<file path="src/rtl/fifo_pkg.sv">
// fifo_pkg: read-mode constants and helpers shared by the FIFO blocks.
package fifo_pkg;
   localparam int FIFO_MODE_REG  = 0;
   localparam int FIFO_MODE_FWFT = 1;
   function automatic int clog2(input int v);
      int r;
      r = 0;
      while ((1 << r) < v) r++;
      return r;
   endfunction
endpackage

</file>
<file path="src/rtl/fifo_ram.sv">
// fifo_ram: simple dual-port storage, synchronous write, combinational or registered read.
module fifo_ram #(
   parameter int N      = 8,
   parameter int N_ADDR = 4,
   parameter bit REG_RD = 1'b0
) (
   input  logic              i_clk,
   input  logic              i_rst_n,
   input  logic              i_we,
   input  logic [N_ADDR-1:0] i_waddr,
   input  logic [N-1:0]      i_wdata,
   input  logic              i_re,
   input  logic [N_ADDR-1:0] i_raddr,
   output logic [N-1:0]      o_rdata
);
   logic [N-1:0] mem_q [2**N_ADDR];
   always_ff @(posedge i_clk)
      if (i_we) mem_q[i_waddr] <= i_wdata;
   if (REG_RD) begin : g_reg
      logic [N-1:0] rdata_q;
      always_ff @(posedge i_clk or negedge i_rst_n)
         if (!i_rst_n) rdata_q <= '0;
         else if (i_re) rdata_q <= mem_q[i_raddr];
      assign o_rdata = rdata_q;
   end else begin : g_comb
      // Reset and read enable only matter for the registered port.
      logic unused_ok;
      assign unused_ok = i_rst_n ^ i_re;
      assign o_rdata   = mem_q[i_raddr];
   end
endmodule

</file>
<file path="src/rtl/fifo_ctl.sv">
// fifo_ctl: parametrised synchronous FIFO with occupancy, almost flags, sticky errors,
// flush, and first-word-fall-through or registered read.
module fifo_ctl import fifo_pkg::*; #(
   parameter int N        = 8,
   parameter int N_ADDR   = 4,
   parameter int AF_LEVEL = 12,
   parameter int AE_LEVEL = 2,
   parameter int FWFT     = 1
) (
   input  logic            i_clk,
   input  logic            i_rst_n,
   input  logic            i_clr,
   input  logic            i_wr,
   input  logic [N-1:0]    i_data,
   output logic            o_full,
   output logic            o_afull,
   input  logic            i_rd,
   output logic [N-1:0]    o_data,
   output logic            o_valid,
   output logic            o_empty,
   output logic            o_aempty,
   output logic [N_ADDR:0] o_count,
   output logic            o_ovf,
   output logic            o_udf
);
   localparam logic [N_ADDR:0] FULL_CNT = (N_ADDR+1)'(2**N_ADDR);
   localparam logic [N_ADDR:0] AF_CNT   = (N_ADDR+1)'(AF_LEVEL);
   localparam logic [N_ADDR:0] AE_CNT   = (N_ADDR+1)'(AE_LEVEL);
   logic [N_ADDR:0] wr_ptr_q, wr_ptr_d, rd_ptr_q, rd_ptr_d;
   logic            ovf_q, ovf_d, udf_q, udf_d, valid_q, valid_d;
   logic            rd, wr, rd_en, wr_en;
   assign o_count  = wr_ptr_q - rd_ptr_q;
   assign o_full   = o_count == FULL_CNT;
   assign o_empty  = o_count == '0;
   assign o_afull  = o_count >= AF_CNT;
   assign o_aempty = o_count <= AE_CNT;
   assign o_ovf    = ovf_q;
   assign o_udf    = udf_q;
   assign o_valid  = (FWFT == FIFO_MODE_FWFT) ? !o_empty : valid_q;
   // A full FIFO still accepts a write when the head is popped in the same cycle.
   always_comb begin
      rd       = i_rd && !o_empty;
      wr       = i_wr && (!o_full || rd);
      rd_en    = rd && !i_clr;
      wr_en    = wr && !i_clr;
      wr_ptr_d = i_clr ? '0 : (wr_en ? wr_ptr_q + 1'b1 : wr_ptr_q);
      rd_ptr_d = i_clr ? '0 : (rd_en ? rd_ptr_q + 1'b1 : rd_ptr_q);
      ovf_d    = !i_clr && (ovf_q || (i_wr && o_full && !rd));
      udf_d    = !i_clr && (udf_q || (i_rd && o_empty));
      valid_d  = rd_en;
   end
   always_ff @(posedge i_clk or negedge i_rst_n)
      if (!i_rst_n) begin
         wr_ptr_q <= '0;
         rd_ptr_q <= '0;
         ovf_q    <= 1'b0;
         udf_q    <= 1'b0;
         valid_q  <= 1'b0;
      end else begin
         wr_ptr_q <= wr_ptr_d;
         rd_ptr_q <= rd_ptr_d;
         ovf_q    <= ovf_d;
         udf_q    <= udf_d;
         valid_q  <= valid_d;
      end
   fifo_ram #(
      .N      (N),
      .N_ADDR (N_ADDR),
      .REG_RD (FWFT != FIFO_MODE_FWFT)
   ) u_ram (
      .i_clk   (i_clk),
      .i_rst_n (i_rst_n),
      .i_we    (wr_en),
      .i_waddr (wr_ptr_q[N_ADDR-1:0]),
      .i_wdata (i_data),
      .i_re    (rd_en),
      .i_raddr (rd_ptr_q[N_ADDR-1:0]),
      .o_rdata (o_data)
   );
endmodule

</file>
<file path="config.mk">
export PLATFORM = sky130hd
export DESIGN_NAME = fifo_ctl
export DESIGN_NICKNAME = d
export VERILOG_FILES = /design/src/rtl/fifo_pkg.sv /design/src/rtl/fifo_ram.sv /design/src/rtl/fifo_ctl.sv
export SDC_FILE = /design/constraint.sdc
export NUM_CORES = 1
export LEC_CHECK = 0
export CELL_PAD_IN_SITES_DETAIL_PLACEMENT = 1
export CELL_PAD_IN_SITES_GLOBAL_PLACEMENT = 1
export CORE_MARGIN = 4
export CORE_UTILIZATION = 25
export CTS_CLUSTER_DIAMETER = 30
export DETAILED_ROUTE_END_ITERATION = 7
export PLACE_DENSITY = 0.5
export SLEW_MARGIN = 20
export SYNTH_ARGS = -nofsm -noshare
export SYNTH_HDL_FRONTEND = slang
export SYNTH_HIERARCHICAL = 1
export SYNTH_SLANG_ARGS = --single-unit
</file>
<file path="constraint.sdc">
create_clock -name i_clk -period 5.6 [get_ports i_clk]
set_input_delay 1.12 -clock i_clk [delete_from_list [all_inputs] [get_ports i_clk]]
set_output_delay 1.12 -clock i_clk [all_outputs]
set_load 0.03 [all_outputs]
</file>
==> PnR_summary.wiki <==
{| class="wikitable"
! Metric !! Value
|-
| Net Sw Frac || between 20% and 30%
|-
| Comb power frac || 26.9%
|-
| Overall die width || between 150 and 200 um
|-
| Category of the most critical setup path || flop to output port
|-
| Drt via density || ~4.5
|-
| Buffer depth of the longest clock path || 2
|-
| Power density over the cells || ~430 mW/mm2
|-
| Final setup violation count || 0
|-
| Antenna-violating nets left || 0
|-
| Worst clock skew on the final layout || between 0.008 and 0.009 ns
|-
| H-tree depth || 4
|-
| CORE AREA || about 0.023 mm2
|-
| Mapped Cells || between 300 and 400
|-
| Type of the worst min-delay path || flop to flop
|-
| Clk network pwr share || about 34%
|-
| FP Rows || 55
|-
| Layout overhead on the synthesized area || 20.9%
|-
| Kind of end point of the critical path || output port
|-
| Number of nets in the synthesized netlist || ~340
|-
| Total number of clock tree sinks || 140
|-
| Internal power contribution || about 0.0021 W
|-
| Max VDD drop || 328 uV
|-
| RSZ-0062 raised after global routing || false
|-
| Die Height || around 160 um
|-
| Final HPWL from detailed placement || 8810 um
|-
| GRT Residual Overflow || 0
|-
| Worst rel slew slack || 29.5%
|-
| Final design area excluding fillers || 0.00704 mm2
|-
| Number of buffers added by the clock tree synthesis step || 17
|-
| Crit path arrival time || 3.42 ns
|-
| Latest clock arrival within the worst-skew pair || around 0.41 ns
|-
| Final clock period utilization by the worst path || between 80% and 90%
|-
| Result of the run || complete, no violations
|-
| Length of the first detailed-routing pass in iterations || 4
|-
| Highest fanout seen on the critical path || 12
|-
| Highest-delay cell along the critical path || sky130_fd_sc_hd__clkdlybuf4s50_1
|-
| First-pass GRT wire length || between 20000 and 25000 um
|-
| GR Util All Layers || approximately 11%
|-
| Required time at the worst-slack endpoint || about 4.5 ns
|-
| Number of top-level design ports || 33
|-
| Buf/Inv on CP || 4
|-
| Proportion of power drawn by flip-flops and latches || around two fifths
|-
| Maximum number of pins on one net before global-route repair || 37
|-
| Summed instance area of the synthesized netlist || between 0.005 and 0.006 mm2
|-
| DR DRC count || 0
|-
| Clock tree from TritonCTS || done
|-
| Synthesized area divided by synthesized cell count || 18.4 um2
|-
| Count of buffers inserted at the top-level ports || 32
|-
| Crit-path leading delay family || buffers and inverters
|-
| Buffer cell driving the clock tree root || sky130_fd_sc_hd__clkbuf_16
|-
| Fmax || 0.220 GHz
|-
| Slew @ Worst Pin || 1.05 ns
|-
| Quantity of hold-fixing buffers added after cts || 0
|-
| Kind of start point of the critical path || flop
|-
| Longest individual stage delay on the worst path || between 0.7 and 0.8 ns
|-
| Final hold vios || 0
|-
| Clock-pin slew of the registers on the worst-case setup and hold paths || ~0.060 ns
|-
| Fraction of final layout cells with drive strength greater than 1 || between 10% and 20%
|-
| Vias || roughly 3100
|-
| Post-detailed-placement cell area || roughly 0.0065 mm2
|-
| Per-cell routed wire length || around 20 um
|-
| Vias in the first global route || roughly 3600
|-
| Weighted congestion reported at the end of routability-driven placement || between 0.7 and 0.8
|-
| Setup TNS || 0 ns
|-
| Maxcap violations || 0
|-
| Number of resized instances in the post-cts repair step || 0
|-
| Number of antenna violations at the first check in global routing || 0
|-
| Max Transition Viols Final || 0
|-
| Crit-path most repeated cell || sky130_fd_sc_hd__inv_1
|-
| Lkg Pwr || 2.23 nW
|-
| Starting density of the core || around a quarter
|-
| Number of buffers inserted to repair setup after CTS || 0
|-
| Die Footprint || between 0.02 and 0.03 mm2
|-
| DRC marker count from the first detailed-route iteration || about 140
|-
| Net Switching || between 0.0009 and 0.001 W
|-
| Worst path cell trace || inv_1 > ha_1 > inv_1 > fa_1 > xor2_1 > or3_1 > or3_4 > inv_2 > clkdlybuf4s50_1
|-
| Warnings, synthesis || 6
|-
| Total Nets Final || approximately 380
|-
| Post-route minimum period || 4.54 ns
|-
| Wire length reported by the detailed router || roughly 14000 um
|}
state kept, by name, summed over array words and instances (netlist names):
name and flops:
rd_ptr_q 5, u_ram/mem_q 128, o_udf 1, wr_ptr_q 5, o_ovf 1
tightest hold or removal path, delay by kind of cell (launching register included):
family	cells	cell delay (ns)
simple gates	1	0.08
compound gates	1	0.04
flops	1	0.35
layer usage:
metal  up-vias  track usage, %  wire, um
li1       1390               -         -
met1      1663            14.6      6440
met2        63            18.2      6580
met3         9            3.28       461
met4         0            3.01       108
met5         -               0         0
cell type report:
cell class	instances	area (um2)
Inverter	12	45.0
Sequential cell	140	4150
Tap cell	313	392
Antenna cell	1	2.50
Clock inverter	12	115
Fill cell	2348	15700
Clock buffer	20	437
Timing Repair Buffer	39	373
Multi-Input combinational cell	151	1530
power by group through the flow:
| stage | registers, W | clock network, W | logic, W |
|---|---|---|---|
| 2_1_floorplan | 0.00120 | 0 | 0.000548 |
| 3_3_place_gp | 0.00120 | 0 | 0.000818 |
| 3_5_place_dp | 0.00120 | 0 | 0.000825 |
| 4_1_cts | 0.00118 | 0.00107 | 0.000831 |
| 5_1_grt | 0.00118 | 0.00113 | 0.000883 |
| 6_report | 0.00117 | 0.00104 | 0.000816 |
cells in the final DEF, fill, tap and decap left out, types with 7 or more instances in the layout:
master / count
sky130_fd_sc_hd__edfxtp_1: 128
sky130_fd_sc_hd__a22oi_1: 16
sky130_fd_sc_hd__a21oi_1: 15
sky130_fd_sc_hd__mux4_2: 18
sky130_fd_sc_hd__clkdlybuf4s50_1: 32
sky130_fd_sc_hd__inv_1: 9
sky130_fd_sc_hd__dfrtp_1: 11
sky130_fd_sc_hd__clkbuf_16: 17
sky130_fd_sc_hd__nor2_1: 15
sky130_fd_sc_hd__mux4_1: 14
sky130_fd_sc_hd__buf_4: 7
sky130_fd_sc_hd__nand2_1: 12
path summary, 6_finish.rpt:
check                                         endpoint               startpoint  cells after the start  slack [ns]
setup / recovery                               o_empty  wr_ptr_q[0]$_DFFE_PN0P_                      9        1.06
hold reg to reg                        o_ovf$_DFF_PN0_          o_ovf$_DFF_PN0_                      2        0.51
max in group asynchronous      rd_ptr_q[0]$_DFFE_PN0P_                  i_rst_n                      1        4.05
hold / removal                         o_ovf$_DFF_PN0_          o_ovf$_DFF_PN0_                      2        0.51
min in group asynchronous              o_udf$_DFF_PN0_                  i_rst_n                      1        1.10
setup reg to reg           u_ram/mem_q[2][2]$_DFFE_PP_  wr_ptr_q[0]$_DFFE_PN0P_                     11        1.55
metrics by stage:
| stage | instances | total power [W] | hold WS, ns | util (%) | setup slack [ns] |
|---|---|---|---|---|---|
| floorplan | 316 | 0.00175 | 0.534 | - | 1.41 |
| global placement | 655 | 0.00201 | 0.499 | 28.5 | 1.56 |
| detailed placement | 655 | 0.00202 | 0.485 | 28.5 | 1.49 |
| CTS | 687 | 0.00308 | 0.510 | 30.9 | 1.03 |
| global route | 687 | 0.00319 | 0.549 | 30.9 | 0.864 |
| finish | 688 | 0.00303 | 0.508 | 30.9 | 1.06 |
Note: power is estimated with default switching activity, not from simulation.
